`src/rtl/pc_gen_if.sv`:
```
// Fetch-PC generator bus: ready/stall controls, redirect requests, BTB updates, PC out.
// Latency: n/a (signal bundle only).
// Backpressure: rdy low freezes PC movement in the generator; no handshake of its own.
interface pc_gen_if #(
    parameter int ADDR_W    = 32,
    parameter int NUM_REDIR = 2,
    parameter int STALL_W   = 6
);
    logic                          rdy;
    logic [STALL_W-1:0]            stall;
    logic [NUM_REDIR-1:0]          redir_valid;
    logic [NUM_REDIR*ADDR_W-1:0]   redir_addr;
    logic                          btb_upd_valid;
    logic [ADDR_W-1:0]             btb_upd_pc;
    logic [ADDR_W-1:0]             btb_upd_target;
    logic                          btb_upd_taken;
    logic [ADDR_W-1:0]             pc;
    logic                          redir_pending;
    logic                          pred_taken;

    // Requester side: drives controls/redirects/updates, observes the fetch PC.
    modport master (
        output rdy, stall, redir_valid, redir_addr,
        output btb_upd_valid, btb_upd_pc, btb_upd_target, btb_upd_taken,
        input  pc, redir_pending, pred_taken
    );

    // Generator side.
    modport slave (
        input  rdy, stall, redir_valid, redir_addr,
        input  btb_upd_valid, btb_upd_pc, btb_upd_target, btb_upd_taken,
        output pc, redir_pending, pred_taken
    );
endinterface

```
`src/rtl/pc_gen.sv`:
```
// Fetch-PC generator: sequential advance, prioritised redirects, parked redirect, optional BTB (PC_GEN_BTB_EN).
// Latency: redirect/advance visible on pc one cycle after the edge; parked redirect one cycle after rdy returns.
// Backpressure: rdy low freezes pc (redirects are parked); stall[0] holds only the sequential path.
module pc_gen #(
    parameter int                ADDR_W    = 32,
    parameter logic [ADDR_W-1:0] RESET_VEC = '0,
    parameter int                STEP      = 4,
    parameter int                NUM_REDIR = 2,
    parameter int                STALL_W   = 6,
    parameter int                BTB_DEPTH = 16
) (
    input  logic     clk,
    input  logic     rst,
    pc_gen_if.slave  bus
);
    localparam int                SHIFT      = $clog2(STEP);
    localparam logic [ADDR_W-1:0] ALIGN_MASK = {ADDR_W{1'b1}} << SHIFT;
    localparam logic [ADDR_W-1:0] STEP_V     = ADDR_W'(STEP);

    logic [ADDR_W-1:0] pc_q;
    logic [ADDR_W-1:0] park_q;
    logic              pend_q;
    logic [ADDR_W-1:0] sel_addr;
    logic              any_redir;
    logic              pred_hit;
    logic [ADDR_W-1:0] pred_target;
    logic [ADDR_W-1:0] seq_next;

    assign any_redir = |bus.redir_valid;

    // Pick the lowest-index active redirect source (index 0 wins).
    always_comb begin
        sel_addr = '0;
        for (int i = NUM_REDIR - 1; i >= 0; i--) begin
            if (bus.redir_valid[i]) begin
                sel_addr = bus.redir_addr[i*ADDR_W +: ADDR_W];
            end
        end
    end

`ifdef PC_GEN_BTB_EN
    localparam int IDX_W = $clog2(BTB_DEPTH);
    localparam int TAG_W = ADDR_W - SHIFT - IDX_W;

    logic [BTB_DEPTH-1:0] btb_vld;
    logic [TAG_W-1:0]     btb_tag [BTB_DEPTH];
    logic [ADDR_W-1:0]    btb_tgt [BTB_DEPTH];
    logic [IDX_W-1:0]     look_idx;
    logic [TAG_W-1:0]     look_tag;
    logic [IDX_W-1:0]     upd_idx;
    logic [TAG_W-1:0]     upd_tag;
    logic                 unused_upd;

    assign look_idx    = pc_q[SHIFT +: IDX_W];
    assign look_tag    = pc_q[ADDR_W-1 -: TAG_W];
    assign upd_idx     = bus.btb_upd_pc[SHIFT +: IDX_W];
    assign upd_tag     = bus.btb_upd_pc[ADDR_W-1 -: TAG_W];
    assign pred_hit    = btb_vld[look_idx] && (btb_tag[look_idx] == look_tag);
    assign pred_target = btb_tgt[look_idx];
    assign unused_upd  = ^{bus.stall, bus.btb_upd_pc};

    // Valid bits: cleared by reset, set by taken updates, dropped by matching not-taken updates.
    always_ff @(posedge clk) begin
        if (rst) begin
            btb_vld <= '0;
        end else if (bus.btb_upd_valid) begin
            if (bus.btb_upd_taken) begin
                btb_vld[upd_idx] <= 1'b1;
            end else if (btb_tag[upd_idx] == upd_tag) begin
                btb_vld[upd_idx] <= 1'b0;
            end
        end
    end

    // Tag/target payload; meaningless while the valid bit is clear, so no reset.
    always_ff @(posedge clk) begin
        if (!rst && bus.btb_upd_valid && bus.btb_upd_taken) begin
            btb_tag[upd_idx] <= upd_tag;
            btb_tgt[upd_idx] <= bus.btb_upd_target & ALIGN_MASK;
        end
    end
`else
    logic unused_upd;

    assign pred_hit    = 1'b0;
    assign pred_target = '0;
    assign unused_upd  = ^{bus.stall, bus.btb_upd_valid, bus.btb_upd_pc,
                           bus.btb_upd_target, bus.btb_upd_taken};
`endif

    assign seq_next = pred_hit ? pred_target : pc_q + STEP_V;

    // PC and parked-redirect state, first matching case wins.
    always_ff @(posedge clk) begin
        if (rst) begin
            pc_q   <= RESET_VEC;
            park_q <= '0;
            pend_q <= 1'b0;
        end else if (any_redir && bus.rdy) begin
            pc_q   <= sel_addr & ALIGN_MASK;
            pend_q <= 1'b0;
        end else if (any_redir) begin
            park_q <= sel_addr & ALIGN_MASK;
            pend_q <= 1'b1;
        end else if (pend_q && bus.rdy) begin
            pc_q   <= park_q;
            pend_q <= 1'b0;
        end else if (bus.rdy && !bus.stall[0]) begin
            pc_q   <= seq_next;
        end
    end

    assign bus.pc            = pc_q;
    assign bus.redir_pending = pend_q;
    assign bus.pred_taken    = pred_hit;
endmodule
```
`src/flat_wrapper.sv`:
```
// flat-port wrapper written by rule: the top's interface ports become plain ports
module pc_gen_flat 
#(
    parameter int                ADDR_W    = 32,
    parameter logic [ADDR_W-1:0] RESET_VEC = '0,
    parameter int                STEP      = 4,
    parameter int                NUM_REDIR = 2,
    parameter int                STALL_W   = 6,
    parameter int                BTB_DEPTH = 16
)
  (clk, rst, bus_rdy, bus_stall, bus_redir_valid, bus_redir_addr, bus_btb_upd_valid, bus_btb_upd_pc, bus_btb_upd_target, bus_btb_upd_taken, bus_pc, bus_redir_pending, bus_pred_taken);
  pc_gen_if #(.ADDR_W(ADDR_W), .NUM_REDIR(NUM_REDIR), .STALL_W(STALL_W)) bus_i ();
  input  logic clk;
  input  logic rst;
  input wire logic [$bits(bus_i.rdy)-1:0] bus_rdy;
  input wire logic [$bits(bus_i.stall)-1:0] bus_stall;
  input wire logic [$bits(bus_i.redir_valid)-1:0] bus_redir_valid;
  input wire logic [$bits(bus_i.redir_addr)-1:0] bus_redir_addr;
  input wire logic [$bits(bus_i.btb_upd_valid)-1:0] bus_btb_upd_valid;
  input wire logic [$bits(bus_i.btb_upd_pc)-1:0] bus_btb_upd_pc;
  input wire logic [$bits(bus_i.btb_upd_target)-1:0] bus_btb_upd_target;
  input wire logic [$bits(bus_i.btb_upd_taken)-1:0] bus_btb_upd_taken;
  output wire logic [$bits(bus_i.pc)-1:0] bus_pc;
  output wire logic [$bits(bus_i.redir_pending)-1:0] bus_redir_pending;
  output wire logic [$bits(bus_i.pred_taken)-1:0] bus_pred_taken;
  assign bus_i.rdy = bus_rdy;
  assign bus_i.stall = bus_stall;
  assign bus_i.redir_valid = bus_redir_valid;
  assign bus_i.redir_addr = bus_redir_addr;
  assign bus_i.btb_upd_valid = bus_btb_upd_valid;
  assign bus_i.btb_upd_pc = bus_btb_upd_pc;
  assign bus_i.btb_upd_target = bus_btb_upd_target;
  assign bus_i.btb_upd_taken = bus_btb_upd_taken;
  assign bus_pc = bus_i.pc;
  assign bus_redir_pending = bus_i.redir_pending;
  assign bus_pred_taken = bus_i.pred_taken;
  pc_gen #(.ADDR_W(ADDR_W), .RESET_VEC(RESET_VEC), .STEP(STEP), .NUM_REDIR(NUM_REDIR), .STALL_W(STALL_W), .BTB_DEPTH(BTB_DEPTH)) u_core (.clk(clk), .rst(rst), .bus(bus_i));
endmodule
```
`config.mk`:
```
export PLATFORM = sky130hd
export DESIGN_NAME = pc_gen_flat
export DESIGN_NICKNAME = d
export VERILOG_FILES = /design/src/rtl/pc_gen_if.sv /design/src/rtl/pc_gen.sv /design/src/flat_wrapper.sv
export SDC_FILE = /design/constraint.sdc
export NUM_CORES = 1
export LEC_CHECK = 0
export BUFFER_PORTS_ARGS = -buffer_cell sky130_fd_sc_hd__buf_2
export CORE_ASPECT_RATIO = 0.7
export CORE_UTILIZATION = 30
export CTS_CLUSTER_DIAMETER = 150
export DETAILED_ROUTE_END_ITERATION = 10
export SYNTH_ARGS = -nofsm -noshare
export SYNTH_HDL_FRONTEND = slang
export SYNTH_SLANG_ARGS = --single-unit
```
`constraint.sdc`:
```
create_clock -name clk -period 2.99 [get_ports clk]
set_clock_uncertainty 0.15 [all_clocks]
set_input_delay 0.897 -clock clk [delete_from_list [all_inputs] [get_ports clk]]
set_output_delay 0.897 -clock clk [all_outputs]
set_load 0.03 [all_outputs]
```
==> impl_metrics.tcl <==
set metrics [dict create \
    status "finished, final reports clean" \
    first_global_vias 3947 \
    slew_violations 0 \
    holdPathEnd "u_core.bus.pc[1]$_SDFFE_PP0P_" \
    max_freq_mhz 389 \
    core_area_um2 11300 \
    io_pins 175 \
    place_ws_ns 0.303 \
    syn_area_um2 3570 \
    maxCapViolCount 0 \
    vias 4252 \
    die-width_um 132 \
    wl_mm 13.6 \
    fin_nets 709 \
    antenna_cells 0 \
    drc_errors 0 \
    async_reset_ff_share_pct 0 \
    yosysSeqAreaShare_pct 35.3 \
    dpl.hpwl_mm 9.55 \
    dieHeight_um 93.3 \
    routed_via_density 5.88 \
    min_path_cells 1 \
    grtUsageTotal_pct 22.5 \
    worst_slew_pin_slew_ns 0.783 \
    synth_fp_nets 609 \
    synth_edf_count 0 \
    row_count 32 \
    rsz0062_at_grt "no" \
    synth_seq_cells 63 \
    syn_area_per_cell_um2 7.65 \
    p_per_area_nw_per_um2 519 \
    grt_overflow_total 0 \
    whs_ns 0.324 \
    crit_path_end_kind "register" \
    hp-start "u_core.bus.pc[1]$_SDFFE_PP0P_" \
    setup_tns_ns 0 \
    holdCritPathClass "reg -> reg" \
    cts_tree "built" \
    cts_hold_buffers 0 \
    syn2layout_area_growth_pct 28.6 \
    clock-sinks 63 \
    cts_root_buf "clkbuf_16" \
    crit-reg2reg-launch "u_core.bus.pc[2]$_SDFFE_PP0P_" \
    grt_max_degree 58 \
    postCtsSetupBuffers 0 \
    cts-buffers-inserted 9 \
    r2r_cells 6 \
    yosysWarningCount 0 \
    clk_path_buf_depth 2 \
    antenna_found_initial 0 \
    gp_congestion 0.912 \
    relSlewSlack_pct 47.8 \
    final-setup-viol-count 0 \
    clk_latency_ns 0.34 \
    syn_inst 467 \
    cp.arrival_ns 2.65 \
    synthTopCellsByArea "dfxtp_1 (35%), a211oi_1 (6.7%), nor2_1 (5.5%)" \
    fin_ws_ns 0.419 \
    wl_per_cell_um 18.8 \
    cts_resized 0 \
    first_iter_violations 378 \
    port_buffers 98 \
    path_max_fanout 9 \
    crit_required_ns 3.07 \
    start_util_pct 31.6 \
    setup.worst_path.start_class "register" \
    clk_pin_slew_worst_paths_ns 0.05 \
    crit_type "reg -> reg" \
    timing.final.crit_share_pct 86.0 \
    nFillCells 1179 \
    ys.flop_type "dfxtp_1" \
    layout-drive-gt1-share_pct 26.5 \
    yosysUniqueCellTypes 61 \
    hold_viol_final 0 \
    h-tree-depth 3 \
    dr.pass1.iters 6 \
    dieArea_um2 12400 \
    ir_drop_mv 0.323 \
    period_minus_slack_ns 2.57 \
    regToRegSetupSlack_ns 0.42 \
    postRouteAntennaNets 0 \
    grt_pass1_wl_mm 21.2 \
    synth_area_leader_cell "dfxtp_1" \
    rr_endpoint "u_core.bus.pc[18]$_SDFFE_PP0P_" \
    cellLeakagePower_nw 1.83 \
    yosys.area.top_type_share_pct 35.3 \
]
flip-flops by register name, indices dropped and copies added, names as in the netlist:
signal and flops:
u_core.bus.pc 32, u_core.bus.redir_pending 1, u_core.park_q 30
power breakdown:
part | internal [mW] | switching [mW]
Combinational | 0.176 | 0.282
Sequential | 0.901 | 0.0690
Clock | 0.595 | 0.361
critical path: stages (launching register included):
cell	delay, ns
dfxtp_1	0.48
ha_1	0.27
nand4_1	0.33
nor2_2	0.48
nand2_1	0.13
or3_1	0.33
a311oi_1	0.29
cells by family (layout without fill, tap and decap cells):
logic type	after synthesis	in the layout	synth area share (%)
AOI/OAI and AO/OA	179	179	34.1
and+or+nand+nor	167	167	22.8
DFF	63	63	35.3
buffers and inverters	47	150	5.15
xor gates and xnor gates	7	7	1.72
muxes	2	2	0.560
adders and majority gates	1	1	0.350
other	1	1	0.105
layout by cell type (no fill, tap or decap), drive strengths merged, types with 3 or more instances in the layout:
cell type	n
a211oi	32
a21oi	37
a221oi	5
a22o	3
a22oi	9
a31oi	10
and3	6
buf	125
clkbuf	13
dfxtp	63
inv	11
nand2	39
nand2b	4
nand3	16
nand4	10
nor2	53
nor3	17
nor4	5
o21ai	29
o221a	5
o22a	4
o22ai	18
or3	7
xnor2	4
xor2	3
worst max path at each step:
stage                                        from                             end  slack, ns
floorplan                      bus_redir_valid[0]  u_core.bus.pc[18]$_SDFFE_PP0P_       0.56
global placement               bus_redir_valid[0]  u_core.bus.pc[24]$_SDFFE_PP0P_       0.37
detailed placement                        bus_rdy  u_core.bus.pc[18]$_SDFFE_PP0P_       0.30
CTS                 u_core.bus.pc[2]$_SDFFE_PP0P_  u_core.bus.pc[18]$_SDFFE_PP0P_       0.51
global route        u_core.bus.pc[2]$_SDFFE_PP0P_  u_core.bus.pc[18]$_SDFFE_PP0P_       0.25
finish              u_core.bus.pc[2]$_SDFFE_PP0P_  u_core.bus.pc[18]$_SDFFE_PP0P_       0.42
area by class of cell:
cell class | count | area, um2 | area share (%)
inverter | 11 | 41.3 | 0.898
timing repair buffer | 125 | 706 | 15.4
tap | 153 | 191 | 4.17
clock inverter | 1 | 5.00 | 0.109
clock buffer | 13 | 260 | 5.66
sequential | 63 | 1260 | 27.4
multi-input combinational | 357 | 2130 | 46.4
stage by stage:
step           utilization (%)  cell area [um2]  cells  power (mW)
2_1_floorplan                -             3570    467        1.25
3_3_place_gp              38.4             4330    709        1.43
3_5_place_dp              38.4             4330    709        1.44
4_1_cts                   40.7             4600    723        2.40
5_1_grt                   40.7             4600    723        2.49
6_report                  40.7             4600    723        2.39
routing by layer:
metal	track usage (%)	wire length (um)
met2	33.6	5670
met4	10.9	401
met1	30.1	6010
met5	0	0
met3	6.07	1520
synthesized netlist by cell type (5+ instances only):
cell type	number
a21oi_1	37
nand4_1	9
clkbuf_1	32
nor3_1	17
nand2_1	39
o221a_2	5
inv_1	11
a22oi_1	9
a211oi_1	32
o22ai_1	18
a221oi_1	5
nand3_1	16
and3_1	6
o21ai_0	27
dfxtp_1	63
or3_1	7
a31oi_1	10
nor2_1	52
Note: power is estimated with default switching activity, not from simulation.
